## config.mk

```make
export PLATFORM = sky130hd
export DESIGN_NAME = plot_arbiter
export DESIGN_NICKNAME = d
export VERILOG_FILES = /design/src/rtl/vga_pkg.sv /design/src/rtl/rr_pick.sv /design/src/rtl/plot_arbiter.sv
export SDC_FILE = /design/constraint.sdc
export NUM_CORES = 1
export LEC_CHECK = 0
export BUFFER_PORTS_ARGS = -buffer_cell sky130_fd_sc_hd__buf_2
export CAP_MARGIN = 25
export CORE_MARGIN = 2
export CORE_UTILIZATION = 35
export CTS_CLUSTER_SIZE = 8
export DETAILED_ROUTE_END_ITERATION = 8
export PLACE_DENSITY = 0.66
export SYNTH_ARGS = -nofsm -noshare
export SYNTH_HDL_FRONTEND = slang
export SYNTH_SLANG_ARGS = --single-unit
```

## constraint.sdc

```tcl
create_clock -name iClock -period 4.5 [get_ports iClock]
set_clock_uncertainty 0.1 [all_clocks]
set_input_delay 0.9 -clock iClock [delete_from_list [all_inputs] [get_ports iClock]]
set_output_delay 0.9 -clock iClock [all_outputs]
set_load 0.01 [all_outputs]
```

## src/rtl/vga_pkg.sv

```systemverilog
// vga_pkg: shared VGA screen constants, pixel field widths and arbiter state encoding
package vga_pkg;
  localparam int X_SCREENSIZE = 160;
  localparam int Y_SCREENSIZE = 120;
  localparam int X_W = 8;
  localparam int Y_W = 7;
  localparam int COLOUR_W = 3;
  typedef enum logic {ARB_IDLE, ARB_BURST} arb_state_e;
endpackage

```

## src/rtl/rr_pick.sv

```systemverilog
// rr_pick: combinational round-robin search for the first request after ptr
module rr_pick #(
  parameter int N_REQ = 4
) (
  input  logic [N_REQ-1:0] req,
  input  logic [2:0]       ptr,
  output logic [2:0]       win,
  output logic             found
);
  // scan farthest-to-nearest so the nearest request after ptr is the last write
  always_comb begin
    win = ptr;
    found = |req;
    for (int k = N_REQ; k >= 1; k--)
      if (req[(int'(ptr) + k) % N_REQ]) win = 3'((int'(ptr) + k) % N_REQ);
  end
endmodule

```

## src/rtl/plot_arbiter.sv

```systemverilog
// plot_arbiter: round-robin burst-locked sharing of the VGA pixel port; PLOT_ARBITER_CLIP_EN adds off-screen clipping
module plot_arbiter
  import vga_pkg::*;
#(
  parameter int N_REQ = 4,
  parameter int MAX_BURST = 16
`ifdef PLOT_ARBITER_CLIP_EN
  , parameter int X_SCREENSIZE = vga_pkg::X_SCREENSIZE,
  parameter int Y_SCREENSIZE = vga_pkg::Y_SCREENSIZE
`endif
) (
  input  logic                      iClock,
  input  logic                      iResetn,
  input  logic [N_REQ-1:0]          iReq,
  input  logic [N_REQ-1:0]          iLast,
  input  logic [X_W*N_REQ-1:0]      iX,
  input  logic [Y_W*N_REQ-1:0]      iY,
  input  logic [COLOUR_W*N_REQ-1:0] iColour,
  output logic [N_REQ-1:0]          oGrant,
  output logic [X_W-1:0]            oX,
  output logic [Y_W-1:0]            oY,
  output logic [COLOUR_W-1:0]       oColour,
  output logic                      oPlot,
  output logic                      oBusy,
  output logic [2:0]                oOwner
`ifdef PLOT_ARBITER_CLIP_EN
  , output logic [15:0]             oClipCount
`endif
);
  localparam int CW = $clog2(MAX_BURST + 1);
  arb_state_e state_q, state_d;
  logic [2:0] ptr_q, ptr_d, owner_q, owner_d, win, gi;
  logic [CW-1:0] count_q, count_d;
  logic [X_W-1:0] x_q, x_d;
  logic [Y_W-1:0] y_q, y_d;
  logic [COLOUR_W-1:0] colour_q, colour_d;
  logic plot_q, plot_d, found, gv, rel;
`ifdef PLOT_ARBITER_CLIP_EN
  logic clip;
  logic [15:0] clip_q, clip_d;
  assign oClipCount = clip_q;
`endif
  rr_pick #(.N_REQ(N_REQ)) u_pick (.req(iReq), .ptr(ptr_q), .win(win), .found(found));
  assign oX = x_q;
  assign oY = y_q;
  assign oColour = colour_q;
  assign oPlot = plot_q;
  assign oBusy = state_q == ARB_BURST;
  assign oOwner = owner_q;
  // the owner holds the port in BURST; a missing owner request, its last pixel or the burst cap all release
  always_comb begin
    gi = state_q == ARB_BURST ? owner_q : win;
    gv = state_q == ARB_BURST ? iReq[owner_q] : found;
    oGrant = gv ? (N_REQ)'(1) << gi : '0;
    rel = (gv || state_q == ARB_BURST) && (!gv || iLast[gi] || count_q + 1'b1 == CW'(MAX_BURST));
    owner_d = gv ? gi : owner_q;
    state_d = rel ? ARB_IDLE : gv ? ARB_BURST : state_q;
    ptr_d = rel ? gi : ptr_q;
    count_d = rel ? '0 : gv ? count_q + 1'b1 : count_q;
    x_d = gv ? iX[X_W*gi +: X_W] : x_q;
    y_d = gv ? iY[Y_W*gi +: Y_W] : y_q;
    colour_d = gv ? iColour[COLOUR_W*gi +: COLOUR_W] : colour_q;
`ifdef PLOT_ARBITER_CLIP_EN
    clip = gv && (int'(x_d) >= X_SCREENSIZE || int'(y_d) >= Y_SCREENSIZE);
    plot_d = gv && !clip;
    clip_d = clip && clip_q != '1 ? clip_q + 1'b1 : clip_q;
`else
    plot_d = gv;
`endif
  end
  // state, pointer, burst count and registered pixel outputs
  always_ff @(posedge iClock or negedge iResetn) begin
    if (!iResetn) begin
      state_q <= ARB_IDLE;
      ptr_q <= 3'(N_REQ - 1);
      owner_q <= '0;
      count_q <= '0;
      x_q <= '0;
      y_q <= '0;
      colour_q <= '0;
      plot_q <= 1'b0;
`ifdef PLOT_ARBITER_CLIP_EN
      clip_q <= '0;
`endif
    end else begin
      state_q <= state_d;
      ptr_q <= ptr_d;
      owner_q <= owner_d;
      count_q <= count_d;
      x_q <= x_d;
      y_q <= y_d;
      colour_q <= colour_d;
      plot_q <= plot_d;
`ifdef PLOT_ARBITER_CLIP_EN
      clip_q <= clip_d;
`endif
    end
  end
endmodule

```

==> Implementation_results.wiki <==
{| class="wikitable"
! Metric !! Value
|-
| Layout area overhead || 35.3%
|-
| Clock transition at path regs || 60 ps
|-
| Final layout net count || 387
|-
| Most instantiated flip-flop cell in the synthesis netlist || sky130_fd_sc_hd__dfrtp_1
|-
| Unrepaired setup endpoints after global routing || false
|-
| Global-route usage over all layers || 16.6%
|-
| Slowest CP cell || sky130_fd_sc_hd__o21ai_0
|-
| Pre-CTS worst setup slack || 937 ps
|-
| Number of detailed-routing iterations run before antenna repair || 4
|-
| Biggest fanout along the worst timing path || 19
|-
| Ratio of cells with drive above 1 in the final layout || 42.3%
|-
| Number of setup violations in the final report || 0
|-
| Die width || 78.6 um
|-
| Commonest non-fill, non-tap cell in the layout || sky130_fd_sc_hd__buf_2
|-
| Final count of pins violating max slew || 0
|-
| Synth async-reset ratio || 100%
|-
| Number of hold violations in the final report || 0
|-
| Antenna violations before repair || 0
|-
| Die boundary height || 78.6 um
|-
| GRT met3 Usage || 4.37%
|-
| Post-synth EDFFs || 0
|-
| Largest net degree at the start of global routing || 31
|-
| Slowest cell delay on critical path || 300 ps
|-
| Hpwl dp || 3840 um
|-
| Setup ws final || 941 ps
|-
| Met1 capacity usage during global routing || 21.6%
|-
| Summed instance area of the synthesized netlist || 1950 um2
|-
| Inserted Clock Buffers || 5
|-
| Clk_lat worst skew || 270 ps
|-
| Number of routed nets with antenna violations || 0
|-
| Post-CTS Setup Bufs || 0
|-
| H-tree depth || 2
|-
| Post-detailed-routing wire length || 5070 um
|-
| First-pass GRT wire length || 8160 um
|-
| Total congestion overflow || 0
|-
| Post-Synthesis Cells || 198
|-
| Class of the most critical setup path || in -> out
|-
| CTS sink cnt || 30
|-
| Max-Slew Margin vs Limit || 55.5%
|-
| Filler Cell Count || 531
|-
| Max VDD drop || 0.277 mV
|-
| Number of DRC violations after detailed routing || 0
|-
| Per-cell routed wire length || 13.4 um
|-
| Period utilisation layout || 79.1%
|-
| Average cell area after synthesis || 9.84 um2
|-
| Clock tree from TritonCTS || built
|-
| Highest-count cells in the layout ignoring fill and taps || 108 x sky130_fd_sc_hd__buf_2, 40 x sky130_fd_sc_hd__mux2i_1, 32 x sky130_fd_sc_hd__nand2_1
|-
| GR peak layer || met2
|-
| Highest attainable clock frequency || 281 MHz
|-
| Post-Route Hold Slack || 384 ps
|-
| Initial standard-cell utilization of the core || 35.8%
|-
| Seq/Total Area, Yosys || 38.7%
|-
| Row cnt || 27
|-
| Number of max-capacitance violations reported || 0
|-
| Ys Warns || 0
|-
| Total negative slack for setup checks || 0 ps
|-
| Max clock buf depth || 2
|-
| Count of pins on the block boundary || 109
|-
| Leakage power figure || 1.33 nW
|-
| Clock root buffer || sky130_fd_sc_hd__clkbuf_8
|-
| Mean number of vias per cell || 4.97
|-
| Required time of the critical path || 3500 ps
|-
| CTS-repair resized insts || 0
|-
| Initial drt markers || 70
|-
| Crit path cell chain || buf_2 > nor2b_1 > and2_1 > nor2_1 > nand2_1 > o21ai_0 > nand3_1 > buf_4 > nor2_1 > buf_2
|-
| Run status || finished clean
|-
| Number of global-route vias before repair || 1769
|-
| Power per cell area || 710 nW/um2
|-
| Weighted congestion reported at the end of routability-driven placement || 0.796
|-
| Transition time at the pin with the least slew margin || 668 ps
|-
| Category of the worst setup path launch point || primary input
|-
| Antenna cells || 0
|-
| Met2 GRT Util || 27.0%
|-
| Post-synth cell types || 39
|-
| IO buf count || 108
|-
| Vias post-DR || 1875
|-
| Count of state elements after synthesis || 30
|-
| Final critical delay including setup and external delays || 3560 ps
|-
| Kind of capture point of the worst setup path || output port
|-
| Number of buffers inserted by hold repair at cts || 0
|-
| Net count after synthesis || 281
|-
| Die area || 6180 um2
|-
| Core area || 5440 um2
|-
| Tightest Hold Check Type || reg -> reg
|-
| Arrival time reported for the critical path endpoint || 2560 ps
|}
==> area by class of cell <==
| cell class | count | area [um2] | area share (%) |
|---|---|---|---|
| Inverter | 3 | 13.8 | 0.522 |
| Sequential cell | 30 | 753 | 28.6 |
| Clock buffer | 7 | 86.3 | 3.27 |
| Timing Repair Buffer | 112 | 571 | 21.6 |
| Tap cell | 72 | 90.1 | 3.42 |
| Multi-Input combinational cell | 152 | 1120 | 42.4 |
| Clock inverter | 1 | 5.00 | 0.190 |
==> worst max-delay path, delay by kind of cell <==
kind / cells / cell delay (ps)
and+or+nand+nor: 6 / 850
AOI/OAI and AO/OA: 1 / 300
buffers and inverters: 3 / 490
==> kinds of logic (layout without fill, tap and decap cells) <==
family / after synthesis / after routing / synth area share [%]
muxes: 41 / 41 / 21.1
adders and majority gates: 1 / 1 / 0.642
and+or+nand+nor: 67 / 67 / 17.0
DFF: 30 / 30 / 38.7
xor gates and xnor gates: 4 / 4 / 1.80
AOI/OAI and AO/OA: 39 / 39 / 16.6
buffers and inverters: 16 / 123 / 4.11
==> where the power goes <==
group	total [mW]	internal [mW]	switching [mW]
Clock	0.218	0.123	0.0948
Sequential	0.500	0.402	0.0980
Combinational	1.15	0.516	0.639
Total	1.87	1.04	0.832
==> layer usage <==
metal / part of all wire, % / up-vias / wire, um
li1: - / 940 / -
met1: 44 / 858 / 2240
met2: 48 / 72 / 2410
met3: 7.0 / 5 / 353
met4: 1.1 / 0 / 58
met5: 0 / - / 0
==> per-stage QoR <==
step,std cells,power (mW),util (%),instance area [um2]
final,377,1.87,48.5,2640
after global routing,377,2.03,48.5,2640
after CTS,377,1.91,48.5,2640
after detailed placement,369,1.68,46.8,2540
after global placement,369,1.66,46.8,2540
after floorplan,198,1.36,-,1950
==> worst paths after layout <==
check                        start  slack (ps)        end  cells past startpoint
setup / recovery           iReq[1]         940  oGrant[0]                     10
hold reg to reg              oY[3]         380      oY[3]                      2
min in group asynchronous  iResetn         560      oX[6]                      1
setup reg to reg             oBusy        1850   ptr_q[0]                      7
max in group asynchronous  iResetn        3300      oX[1]                      1
hold / removal               oY[3]         380      oY[3]                      2
==> flip-flops by register name (all words and copies together), names as in the netlist <==
name / count
oY: 7
ptr_q: 2
count_q: 5
oOwner: 3
oPlot: 1
oX: 8
oColour: 3
oBusy: 1
==> cell usage after synthesis (2+ instances only) <==
cell | number | area, um2
sky130_fd_sc_hd__a21oi_1 | 3 | 15.0
sky130_fd_sc_hd__and2_1 | 3 | 18.8
sky130_fd_sc_hd__buf_2 | 2 | 10.0
sky130_fd_sc_hd__buf_4 | 2 | 15.0
sky130_fd_sc_hd__clkbuf_1 | 8 | 30.0
sky130_fd_sc_hd__dfrtp_1 | 28 | 701
sky130_fd_sc_hd__dfstp_2 | 2 | 52.6
sky130_fd_sc_hd__inv_1 | 2 | 7.51
sky130_fd_sc_hd__mux2i_1 | 40 | 400
sky130_fd_sc_hd__nand2_1 | 33 | 124
sky130_fd_sc_hd__nand2b_1 | 5 | 31.3
sky130_fd_sc_hd__nand3_1 | 4 | 20.0
sky130_fd_sc_hd__nand3b_1 | 2 | 15.0
sky130_fd_sc_hd__nor2_1 | 13 | 48.8
sky130_fd_sc_hd__nor2b_1 | 3 | 18.8
sky130_fd_sc_hd__o21ai_0 | 5 | 25.0
sky130_fd_sc_hd__o221ai_1 | 18 | 158
sky130_fd_sc_hd__o32ai_1 | 2 | 17.5
sky130_fd_sc_hd__xnor2_1 | 3 | 26.3
No activity file was read; power rests on OpenSTA's default activity.
